**src/rtl/native_axil_master_if.sv**
```systemverilog
// AXI4-lite master-side bus bundle for native_axil_master.
// The master modport drives the valid/payload side and the slave modport the responder side.
interface native_axil_master_if;
  logic        mem_axi_awvalid;
  logic        mem_axi_awready;
  logic [31:0] mem_axi_awaddr;
  logic [2:0]  mem_axi_awprot;
  logic        mem_axi_wvalid;
  logic        mem_axi_wready;
  logic [31:0] mem_axi_wdata;
  logic [3:0]  mem_axi_wstrb;
  logic        mem_axi_bvalid;
  logic        mem_axi_bready;
  logic        mem_axi_arvalid;
  logic        mem_axi_arready;
  logic [31:0] mem_axi_araddr;
  logic [2:0]  mem_axi_arprot;
  logic        mem_axi_rvalid;
  logic        mem_axi_rready;
  logic [31:0] mem_axi_rdata;

  modport master (
    output mem_axi_awvalid, mem_axi_awaddr, mem_axi_awprot,
    output mem_axi_wvalid, mem_axi_wdata, mem_axi_wstrb,
    output mem_axi_bready,
    output mem_axi_arvalid, mem_axi_araddr, mem_axi_arprot,
    output mem_axi_rready,
    input  mem_axi_awready, mem_axi_wready, mem_axi_bvalid,
    input  mem_axi_arready, mem_axi_rvalid, mem_axi_rdata
  );

  modport slave (
    input  mem_axi_awvalid, mem_axi_awaddr, mem_axi_awprot,
    input  mem_axi_wvalid, mem_axi_wdata, mem_axi_wstrb,
    input  mem_axi_bready,
    input  mem_axi_arvalid, mem_axi_araddr, mem_axi_arprot,
    input  mem_axi_rready,
    output mem_axi_awready, mem_axi_wready, mem_axi_bvalid,
    output mem_axi_arready, mem_axi_rvalid, mem_axi_rdata
  );
endinterface

```
**src/rtl/native_axil_master.sv**
```systemverilog
// Bridges a picorv32-style native valid/ready request onto an AXI4-lite master port.
// One transaction in flight; every AXI output and mem_ready come straight from flops.
module native_axil_master #(
  parameter logic [2:0] PROT_INSN = 3'b100,
  parameter logic [2:0] PROT_DATA = 3'b000
) (
  input  logic        clk,
  input  logic        reset,
  input  logic        mem_valid,
  input  logic        mem_instr,
  input  logic [31:0] mem_addr,
  input  logic [31:0] mem_wdata,
  input  logic [3:0]  mem_wstrb,
  output logic        mem_ready,
  output logic [31:0] mem_rdata,
  output logic        busy,
  native_axil_master_if.master axi
);

  typedef enum logic [2:0] {IDLE, WR, WR_RESP, RD_ADDR, RD_DATA} state_t;

  state_t      r_state, w_nextState;
  logic        r_awValid, w_awValid;
  logic        r_wValid, w_wValid;
  logic        r_bReady, w_bReady;
  logic        r_arValid, w_arValid;
  logic        r_rReady, w_rReady;
  logic        r_memReady, w_memReady;
  logic [31:0] r_rdata, w_rdata;
  logic [31:0] r_addr, w_addr;
  logic [31:0] r_wdata, w_wdata;
  logic [3:0]  r_wstrb, w_wstrb;
  logic [2:0]  r_awProt, w_awProt;
  logic [2:0]  r_arProt, w_arProt;
  logic        r_awDone, w_awDone;
  logic        r_wDone, w_wDone;

  logic w_awFire, w_wFire, w_bFire, w_arFire, w_rFire;

  assign w_awFire = r_awValid & axi.mem_axi_awready;
  assign w_wFire  = r_wValid  & axi.mem_axi_wready;
  assign w_bFire  = r_bReady  & axi.mem_axi_bvalid;
  assign w_arFire = r_arValid & axi.mem_axi_arready;
  assign w_rFire  = r_rReady  & axi.mem_axi_rvalid;

  // The mem_ready guard keeps a request still held in the completion cycle from being re-issued.
  always_comb begin
    w_nextState = r_state;
    w_awValid   = r_awValid;
    w_wValid    = r_wValid;
    w_bReady    = r_bReady;
    w_arValid   = r_arValid;
    w_rReady    = r_rReady;
    w_memReady  = 1'b0;
    w_rdata     = r_rdata;
    w_addr      = r_addr;
    w_wdata     = r_wdata;
    w_wstrb     = r_wstrb;
    w_awProt    = r_awProt;
    w_arProt    = r_arProt;
    w_awDone    = r_awDone;
    w_wDone     = r_wDone;

    case (r_state)
      IDLE: begin
        if (mem_valid && !r_memReady) begin
          w_addr  = mem_addr;
          w_wdata = mem_wdata;
          w_wstrb = mem_wstrb;
          if (mem_wstrb != 4'b0000) begin
            w_nextState = WR;
            w_awValid   = 1'b1;
            w_wValid    = 1'b1;
            w_awProt    = PROT_DATA;
          end else begin
            w_nextState = RD_ADDR;
            w_arValid   = 1'b1;
            w_arProt    = mem_instr ? PROT_INSN : PROT_DATA;
          end
        end
      end
      WR: begin
        if (w_awFire) begin
          w_awValid = 1'b0;
          w_awDone  = 1'b1;
        end
        if (w_wFire) begin
          w_wValid = 1'b0;
          w_wDone  = 1'b1;
        end
        if (w_awDone && w_wDone) begin
          w_nextState = WR_RESP;
          w_bReady    = 1'b1;
          w_awDone    = 1'b0;
          w_wDone     = 1'b0;
        end
      end
      WR_RESP: begin
        if (w_bFire) begin
          w_nextState = IDLE;
          w_bReady    = 1'b0;
          w_memReady  = 1'b1;
        end
      end
      RD_ADDR: begin
        if (w_arFire) begin
          w_nextState = RD_DATA;
          w_arValid   = 1'b0;
          w_rReady    = 1'b1;
        end
      end
      RD_DATA: begin
        if (w_rFire) begin
          w_nextState = IDLE;
          w_rReady    = 1'b0;
          w_rdata     = axi.mem_axi_rdata;
          w_memReady  = 1'b1;
        end
      end
      default: w_nextState = IDLE;
    endcase
  end

  always_ff @(posedge clk) begin
    if (reset) begin
      r_state    <= IDLE;
      r_awValid  <= 1'b0;
      r_wValid   <= 1'b0;
      r_bReady   <= 1'b0;
      r_arValid  <= 1'b0;
      r_rReady   <= 1'b0;
      r_memReady <= 1'b0;
      r_rdata    <= 32'h0;
      r_addr     <= 32'h0;
      r_wdata    <= 32'h0;
      r_wstrb    <= 4'h0;
      r_awProt   <= 3'b000;
      r_arProt   <= 3'b000;
      r_awDone   <= 1'b0;
      r_wDone    <= 1'b0;
    end else begin
      r_state    <= w_nextState;
      r_awValid  <= w_awValid;
      r_wValid   <= w_wValid;
      r_bReady   <= w_bReady;
      r_arValid  <= w_arValid;
      r_rReady   <= w_rReady;
      r_memReady <= w_memReady;
      r_rdata    <= w_rdata;
      r_addr     <= w_addr;
      r_wdata    <= w_wdata;
      r_wstrb    <= w_wstrb;
      r_awProt   <= w_awProt;
      r_arProt   <= w_arProt;
      r_awDone   <= w_awDone;
      r_wDone    <= w_wDone;
    end
  end

  assign mem_ready           = r_memReady;
  assign mem_rdata           = r_rdata;
  assign busy                = (r_state != IDLE);
  assign axi.mem_axi_awvalid = r_awValid;
  assign axi.mem_axi_awaddr  = r_addr;
  assign axi.mem_axi_awprot  = r_awProt;
  assign axi.mem_axi_wvalid  = r_wValid;
  assign axi.mem_axi_wdata   = r_wdata;
  assign axi.mem_axi_wstrb   = r_wstrb;
  assign axi.mem_axi_bready  = r_bReady;
  assign axi.mem_axi_arvalid = r_arValid;
  assign axi.mem_axi_araddr  = r_addr;
  assign axi.mem_axi_arprot  = r_arProt;
  assign axi.mem_axi_rready  = r_rReady;

endmodule
```
**src/flat_wrapper.sv**
```systemverilog
// flat-port wrapper written by rule: the top's interface ports become plain ports
module native_axil_master_flat 
#(
  parameter logic [2:0] PROT_INSN = 3'b100,
  parameter logic [2:0] PROT_DATA = 3'b000
)
  (clk, reset, mem_valid, mem_instr, mem_addr, mem_wdata, mem_wstrb, mem_ready, mem_rdata, busy, axi_mem_axi_awvalid, axi_mem_axi_awaddr, axi_mem_axi_awprot, axi_mem_axi_wvalid, axi_mem_axi_wdata, axi_mem_axi_wstrb, axi_mem_axi_bready, axi_mem_axi_arvalid, axi_mem_axi_araddr, axi_mem_axi_arprot, axi_mem_axi_rready, axi_mem_axi_awready, axi_mem_axi_wready, axi_mem_axi_bvalid, axi_mem_axi_arready, axi_mem_axi_rvalid, axi_mem_axi_rdata);
  native_axil_master_if axi_i ();
  input  logic clk;
  input  logic reset;
  input  logic mem_valid;
  input  logic mem_instr;
  input  logic [31:0] mem_addr;
  input  logic [31:0] mem_wdata;
  input  logic [3:0] mem_wstrb;
  output logic mem_ready;
  output logic [31:0] mem_rdata;
  output logic busy;
  output wire logic [$bits(axi_i.mem_axi_awvalid)-1:0] axi_mem_axi_awvalid;
  output wire logic [$bits(axi_i.mem_axi_awaddr)-1:0] axi_mem_axi_awaddr;
  output wire logic [$bits(axi_i.mem_axi_awprot)-1:0] axi_mem_axi_awprot;
  output wire logic [$bits(axi_i.mem_axi_wvalid)-1:0] axi_mem_axi_wvalid;
  output wire logic [$bits(axi_i.mem_axi_wdata)-1:0] axi_mem_axi_wdata;
  output wire logic [$bits(axi_i.mem_axi_wstrb)-1:0] axi_mem_axi_wstrb;
  output wire logic [$bits(axi_i.mem_axi_bready)-1:0] axi_mem_axi_bready;
  output wire logic [$bits(axi_i.mem_axi_arvalid)-1:0] axi_mem_axi_arvalid;
  output wire logic [$bits(axi_i.mem_axi_araddr)-1:0] axi_mem_axi_araddr;
  output wire logic [$bits(axi_i.mem_axi_arprot)-1:0] axi_mem_axi_arprot;
  output wire logic [$bits(axi_i.mem_axi_rready)-1:0] axi_mem_axi_rready;
  input wire logic [$bits(axi_i.mem_axi_awready)-1:0] axi_mem_axi_awready;
  input wire logic [$bits(axi_i.mem_axi_wready)-1:0] axi_mem_axi_wready;
  input wire logic [$bits(axi_i.mem_axi_bvalid)-1:0] axi_mem_axi_bvalid;
  input wire logic [$bits(axi_i.mem_axi_arready)-1:0] axi_mem_axi_arready;
  input wire logic [$bits(axi_i.mem_axi_rvalid)-1:0] axi_mem_axi_rvalid;
  input wire logic [$bits(axi_i.mem_axi_rdata)-1:0] axi_mem_axi_rdata;
  assign axi_mem_axi_awvalid = axi_i.mem_axi_awvalid;
  assign axi_mem_axi_awaddr = axi_i.mem_axi_awaddr;
  assign axi_mem_axi_awprot = axi_i.mem_axi_awprot;
  assign axi_mem_axi_wvalid = axi_i.mem_axi_wvalid;
  assign axi_mem_axi_wdata = axi_i.mem_axi_wdata;
  assign axi_mem_axi_wstrb = axi_i.mem_axi_wstrb;
  assign axi_mem_axi_bready = axi_i.mem_axi_bready;
  assign axi_mem_axi_arvalid = axi_i.mem_axi_arvalid;
  assign axi_mem_axi_araddr = axi_i.mem_axi_araddr;
  assign axi_mem_axi_arprot = axi_i.mem_axi_arprot;
  assign axi_mem_axi_rready = axi_i.mem_axi_rready;
  assign axi_i.mem_axi_awready = axi_mem_axi_awready;
  assign axi_i.mem_axi_wready = axi_mem_axi_wready;
  assign axi_i.mem_axi_bvalid = axi_mem_axi_bvalid;
  assign axi_i.mem_axi_arready = axi_mem_axi_arready;
  assign axi_i.mem_axi_rvalid = axi_mem_axi_rvalid;
  assign axi_i.mem_axi_rdata = axi_mem_axi_rdata;
  native_axil_master #(.PROT_INSN(PROT_INSN), .PROT_DATA(PROT_DATA)) u_core (.clk(clk), .reset(reset), .mem_valid(mem_valid), .mem_instr(mem_instr), .mem_addr(mem_addr), .mem_wdata(mem_wdata), .mem_wstrb(mem_wstrb), .mem_ready(mem_ready), .mem_rdata(mem_rdata), .busy(busy), .axi(axi_i));
endmodule
```
**config.mk**
```make
export PLATFORM = sky130hd
export DESIGN_NAME = native_axil_master_flat
export DESIGN_NICKNAME = d
export VERILOG_FILES = /design/src/rtl/native_axil_master_if.sv /design/src/rtl/native_axil_master.sv /design/src/flat_wrapper.sv
export SDC_FILE = /design/constraint.sdc
export NUM_CORES = 1
export LEC_CHECK = 0
export ABC_AREA = 1
export BUFFER_PORTS_ARGS = -buffer_cell sky130_fd_sc_hd__buf_2
export CAP_MARGIN = 25
export CELL_PAD_IN_SITES_DETAIL_PLACEMENT = 2
export CELL_PAD_IN_SITES_GLOBAL_PLACEMENT = 2
export CORE_MARGIN = 5
export CORE_UTILIZATION = 22
export DETAILED_ROUTE_END_ITERATION = 12
export GPL_ROUTABILITY_DRIVEN = 0
export GPL_TIMING_DRIVEN = 0
export PLACE_DENSITY = 0.8
export SETUP_SLACK_MARGIN = 0.1
export SYNTH_ARGS = -nofsm -noshare
export SYNTH_HDL_FRONTEND = slang
export SYNTH_SLANG_ARGS = --single-unit
```
**constraint.sdc**
```tcl
create_clock -name clk -period 1.4 [get_ports clk]
set_input_delay 0.28 -clock clk [delete_from_list [all_inputs] [get_ports clk]]
set_output_delay 0.28 -clock clk [all_outputs]
set_load 0.02 [all_outputs]
```
-- Yosys cells after proc, flatten, opt, wreduce, memory -nomap -nowiden
Index checks and enable logic that the tools add are counted.
- register bits after elaboration: 114
- output and inout port bits: 145
- logic and storage cells: 85
- equality and inequality tests: 13
- reductions and logical operators: 19
- bitwise logic cells: 6
- multiplexer cells: 33
- operator list (operator ; number):
    1-bit 2-to-1 mux ; 19
    3-bit 2-to-1 mux ; 6
    2-bit by 1-bit inequality test with 1-bit output, second input constant ; 8
    3-bit one-hot mux with 5 select lines ; 1
    1-bit one-hot mux with 2 select lines ; 6
    4-bit AND reduction ; 3
    3-bit AND reduction ; 3
    2-bit nonzero test ; 4
    3-bit by 2-bit equality test with 1-bit output, second input constant ; 2
    1-bit bitwise AND ; 5
    5-bit AND reduction ; 1
    2-bit AND reduction ; 2
    4-bit nonzero test ; 1
    3-bit by 1-bit equality test with 1-bit output, second input constant ; 1
    3-bit equality test, second input constant ; 1
    3-bit zero test ; 1
    3-bit nonzero test ; 1
    1-bit logical AND ; 2
    2-bit 2-to-1 mux ; 1
    2-bit inequality test, second input constant ; 1
    1-bit zero test ; 1
    1-bit NOT ; 1

-- Longest topological paths before layout
- depth after elaboration: 6
- depth in mapped cells: 8
- mapped depth without buffers: 8

-- Worst setup path before layout
No wires, ideal clock.
- path type: register to register
- start point: reg u_core.r_state[0]
- end point: reg u_core.r_wdata[28], in the netlist u_core.axi.mem_axi_wdata[28]
- data arrival time: 1.184 ns
- library setup time: 0.116 ns
- cell stages (with the launch flop): 9
- path slack: 0.100 ns
- cell sequence: dfxtp_1 -> nor2_4 -> nand2_4 -> nor2_8 -> inv_2 -> buf_6 -> buf_6 -> nor2_1 -> nor2_1
- word-level cells in the longest chain between the ends: 2
- ends and longest elaborated chain (element ; RTL line ; RTL):
    start, declared ; native_axil_master.sv:22 ; state_t r_state, w_nextState;
    start signal, assigned ; native_axil_master.sv:142 ; r_state <= w_nextState;
    3-bit zero test ; native_axil_master.sv:64 ; case (r_state)
    2-bit AND reduction (no line) ; -- ;
    end signal, assigned ; native_axil_master.sv:151 ; r_wdata <= w_wdata;
    end, declared ; native_axil_master.sv:31 ; logic [31:0] r_wdata, w_wdata;
No other way between the ends.
A chain may end at the register's enable or synchronous reset.

-- Final worst setup path
- start point: reg u_core.r_state[0]
- end point: reg u_core.r_rdata[25], in the netlist u_core.mem_rdata[25]
- word-level cells in the longest chain between the ends: 2
- ends and longest elaborated chain (element ; RTL line ; RTL):
    3-bit equality test ; native_axil_master.sv:64 ;
    2-bit AND reduction (no line) ; -- ;
    end signal, assigned ; native_axil_master.sv:149 ; r_rdata <= w_rdata;
    end, declared ; native_axil_master.sv:29 ; logic [31:0] r_rdata, w_rdata;
No other way between the ends.

==> results.sh <==
export IMPL_antenna_found_initial=4
export IMPL_ys_types=22
export IMPL_hold_path_end="u_core.axi.mem_axi_wdata[3]"
export IMPL_first_iter_violations=78
export IMPL_ir_worst_vdd_v=0.000670
export IMPL_die_width_um=151
export IMPL_dieArea_um2=22800
export IMPL_worst_path_largest_cell_delay_ns=0.35
export IMPL_hold_violations=0
export IMPL_cts_sinks=112
export IMPL_reg2regPathDepth=7
export IMPL_crit_arrival_ns=1.76
export IMPL_synthTopCellsByArea="dfxtp_1 (51%), nor2_1 (13%), o21ai_0 (11%), buf_4 (6.5%), a21oi_1 (5.3%)"
export IMPL_synth_avg_cell_area_um2=7.75
export IMPL_root_buffer="clkbuf_16"
export IMPL_worstReg2RegEnd="u_core.mem_rdata[25]"
export IMPL_ys_ff_latch=112
export IMPL_min_period_ns=1.47
export IMPL_clock_latency_ns=0.36
export IMPL_gr_usage_met1=0.175
export IMPL_path_class="register to register"
export IMPL_cp_buffers_inverters=4
export IMPL_io_pins=254
export IMPL_gr_total_overflow=0
export IMPL_hold_path_depth=3
export IMPL_ys_seq_area_frac=0.514
export IMPL_drt_first_pass_iters=4
export IMPL_fin_ws_ns=-0.0702
export IMPL_start_util=0.224
export IMPL_timing_rr_start="u_core.r_state[0]"
export IMPL_max_cap_viol_count=0
export IMPL_layout_drive_gt1_share=0.544
export IMPL_critPathLaunchType="register"
export IMPL_syn_to_final_growth_pct=66.2
export IMPL_first_global_vias=5176
export IMPL_hold_buffers=0
export IMPL_max_freq_mhz=680
export IMPL_worstHoldStart="mem_wdata[3]"
export IMPL_worstMarginPinSlew_ns=0.696
export IMPL_cp_top_family="buffers and inverters"
export IMPL_rsz0062_at_grt="true"
export IMPL_yosysMostFrequentCell="nor2_1"
export IMPL_placementRows=51
export IMPL_power_w=0.0128
export IMPL_die_height_um=151
export IMPL_critPathSlowestCell="dfxtp_4"
export IMPL_num_nets_final=964
export IMPL_remaining_drc_errors=0
export IMPL_cts_buffers=9
export IMPL_power_leakage_nw=3.52
export IMPL_path_clk_slew_ns=0.08
export IMPL_yosysWarnings=0
export IMPL_violations="negative setup slack"
export IMPL_drtAntennaViolNets=0
export IMPL_r2r_setup_slack_ns=-0.07
export IMPL_hold_path_class="primary input to register"
export IMPL_synthArstFlopShare=0
export IMPL_skew_ns=0.0112
export IMPL_crit_chain="nor2_4 -> buf_4 -> nand4_1 -> buf_4 -> buf_6 -> buf_6 -> a21oi_4"
export IMPL_grt_use_total=0.157
export IMPL_grt_max_degree=20
export IMPL_crit_required_ns=1.69
export IMPL_grt_use_met3=0.0655
export IMPL_dp_cells=1079
export IMPL_core_um2=19500
export IMPL_finalCritPeriodShare=1.05
export IMPL_yosys_top_cells_count="nor2_1 (149), dfxtp_1 (112), o21ai_0 (96)"
export IMPL_p_per_area_nw_per_um2=1760
export IMPL_clk_path_buf_depth=2
export IMPL_route_detailed_wl_per_inst_um=17.1
export IMPL_ys_flop_type="dfxtp_1"
export IMPL_grt_met2_usage=0.278
export IMPL_status="finished with violations"
export IMPL_cp_max_fo=5
export IMPL_yosysTopAreaCell="dfxtp_1"
export IMPL_top_usage_layer="met2"
export IMPL_synth_cells=563
export IMPL_setup_violations=26
export IMPL_dp_hpwl_um=13900
export IMPL_slew_violations=0
export IMPL_htree_levels=3
export IMPL_instances_no_fill=1126
export IMPL_slew_limit_headroom=0.536
export IMPL_port_buffers=247
export IMPL_cts_tree="yes"
export IMPL_synth_edff_count=0
export IMPL_netlist_area_um2=4370
export IMPL_grt_pass1_wl_um=28100
export IMPL_vias=4854
export IMPL_endpoint_kind="register"
export IMPL_drt_total_wl_um=19200
export IMPL_viasPerCell=4.31
export IMPL_yosysTopAreaCellShare=0.514
how the worst max path moves through the flow:
stage | start | to | slack, ns | cells past startpoint
floorplan | u_core.r_state[0] | u_core.axi.mem_axi_wdata[28] | 0.10 | 8
global placement | reset | u_core.axi.mem_axi_araddr[12] | -0.47 | 6
detailed placement | reset | u_core.axi.mem_axi_araddr[7] | -0.54 | 6
CTS | u_core.r_state[1] | u_core.axi.mem_axi_arprot[2] | -0.06 | 6
global route | u_core.r_state[0] | u_core.mem_rdata[25] | -0.13 | 7
finish | u_core.r_state[0] | u_core.mem_rdata[25] | -0.07 | 7
worst reg2reg max path: stages, from the launching register on:
cell,delay (ns)
dfxtp_4,0.35
nor2_4,0.15
buf_4,0.14
nand4_1,0.15
buf_4,0.19
buf_6,0.13
buf_6,0.14
a21oi_4,0.15
flip-flops by register name, summed over array words and instances, names as in the netlist:
register,flops
u_core.r_awDone,1
u_core.axi.mem_axi_wvalid,1
u_core.axi.mem_axi_arprot,1
u_core.mem_rdata,32
u_core.axi.mem_axi_wstrb,4
u_core.axi.mem_axi_wdata,32
u_core.axi.mem_axi_araddr,32
u_core.axi.mem_axi_bready,1
u_core.axi.mem_axi_awvalid,1
u_core.r_state,3
u_core.axi.mem_axi_arvalid,1
u_core.r_wDone,1
u_core.axi.mem_axi_rready,1
u_core.mem_ready,1
through the flow:
| step | util | setup TNS (ns) | worst slack (ns) | hold WS (ns) | instance area, um2 |
|---|---|---|---|---|---|
| 6_report | 0.371 | -0.666 | -0.0702 | 0.137 | 7250 |
| 5_1_grt | 0.371 | -7.51 | -0.135 | 0.129 | 7250 |
| 4_1_cts | 0.348 | -1.05 | -0.0586 | 0.122 | 6790 |
| 3_5_place_dp | 0.305 | -16.31 | -0.541 | 0.440 | 5950 |
| 3_3_place_gp | 0.305 | -13.68 | -0.465 | 0.429 | 5950 |
| 2_1_floorplan | - | 0 | 0.100 | 0.415 | 4380 |
power by group:
| part | internal, W | total [W] | switching, W | leakage [nW] |
|---|---|---|---|---|
| Combinational | 0.00233 | 0.00547 | 0.00314 | 2.42 |
| Sequential | 0.00387 | 0.00433 | 0.000456 | 0.930 |
| Clock | 0.00165 | 0.00297 | 0.00132 | 0.166 |
logic make-up after synthesis:
kind of cell / synth area share
other: 0.000859
buffers and inverters: 0.142
flip-flops: 0.514
AO/OA/AOI/OAI: 0.171
AND/OR/NAND/NOR: 0.172
layout make-up:
| class | count | area (um2) |
|---|---|---|
| inverter | 44 | 178 |
| buffer | 69 | 594 |
| fill | 2274 | 12300 |
| sequential | 112 | 2290 |
| timing repair buffer | 278 | 1600 |
| tap | 265 | 332 |
| clock buffer | 10 | 239 |
| multi-input combinational | 341 | 1910 |
| clock inverter | 6 | 97.6 |
| antenna | 1 | 2.50 |
cell usage in the layout (no fill, tap or decap), drive strengths merged:
| cell | Yosys | final |
|---|---|---|
| a21oi | 46 | 46 |
| buf | 59 | 334 |
| bufinv | 0 | 2 |
| clkbuf | 11 | 23 |
| clkinv | 0 | 2 |
| conb | 1 | 5 |
| dfxtp | 112 | 112 |
| diode | 0 | 1 |
| inv | 44 | 46 |
| nand2 | 24 | 24 |
| nand3 | 9 | 9 |
| nand4 | 2 | 2 |
| nor2 | 151 | 151 |
| nor3 | 1 | 1 |
| o21a | 1 | 1 |
| o21ai | 102 | 102 |
metal layers:
metal / wire [um] / vias to the layer above
met1: 7590 / 2318
met2: 9750 / 166
met5: 47 / -
li1: - / 2343
met3: 1630 / 21
met4: 205 / 6
repair_timing:
item / CTS / global route
setup buffers: 15 / 11
cloned: 3 / 3
setup endpoints to repair: 121 / 132
pin swaps: 11 / 23
gates resized for setup: 164 / 122
Power figures use the tool's default switching activity.
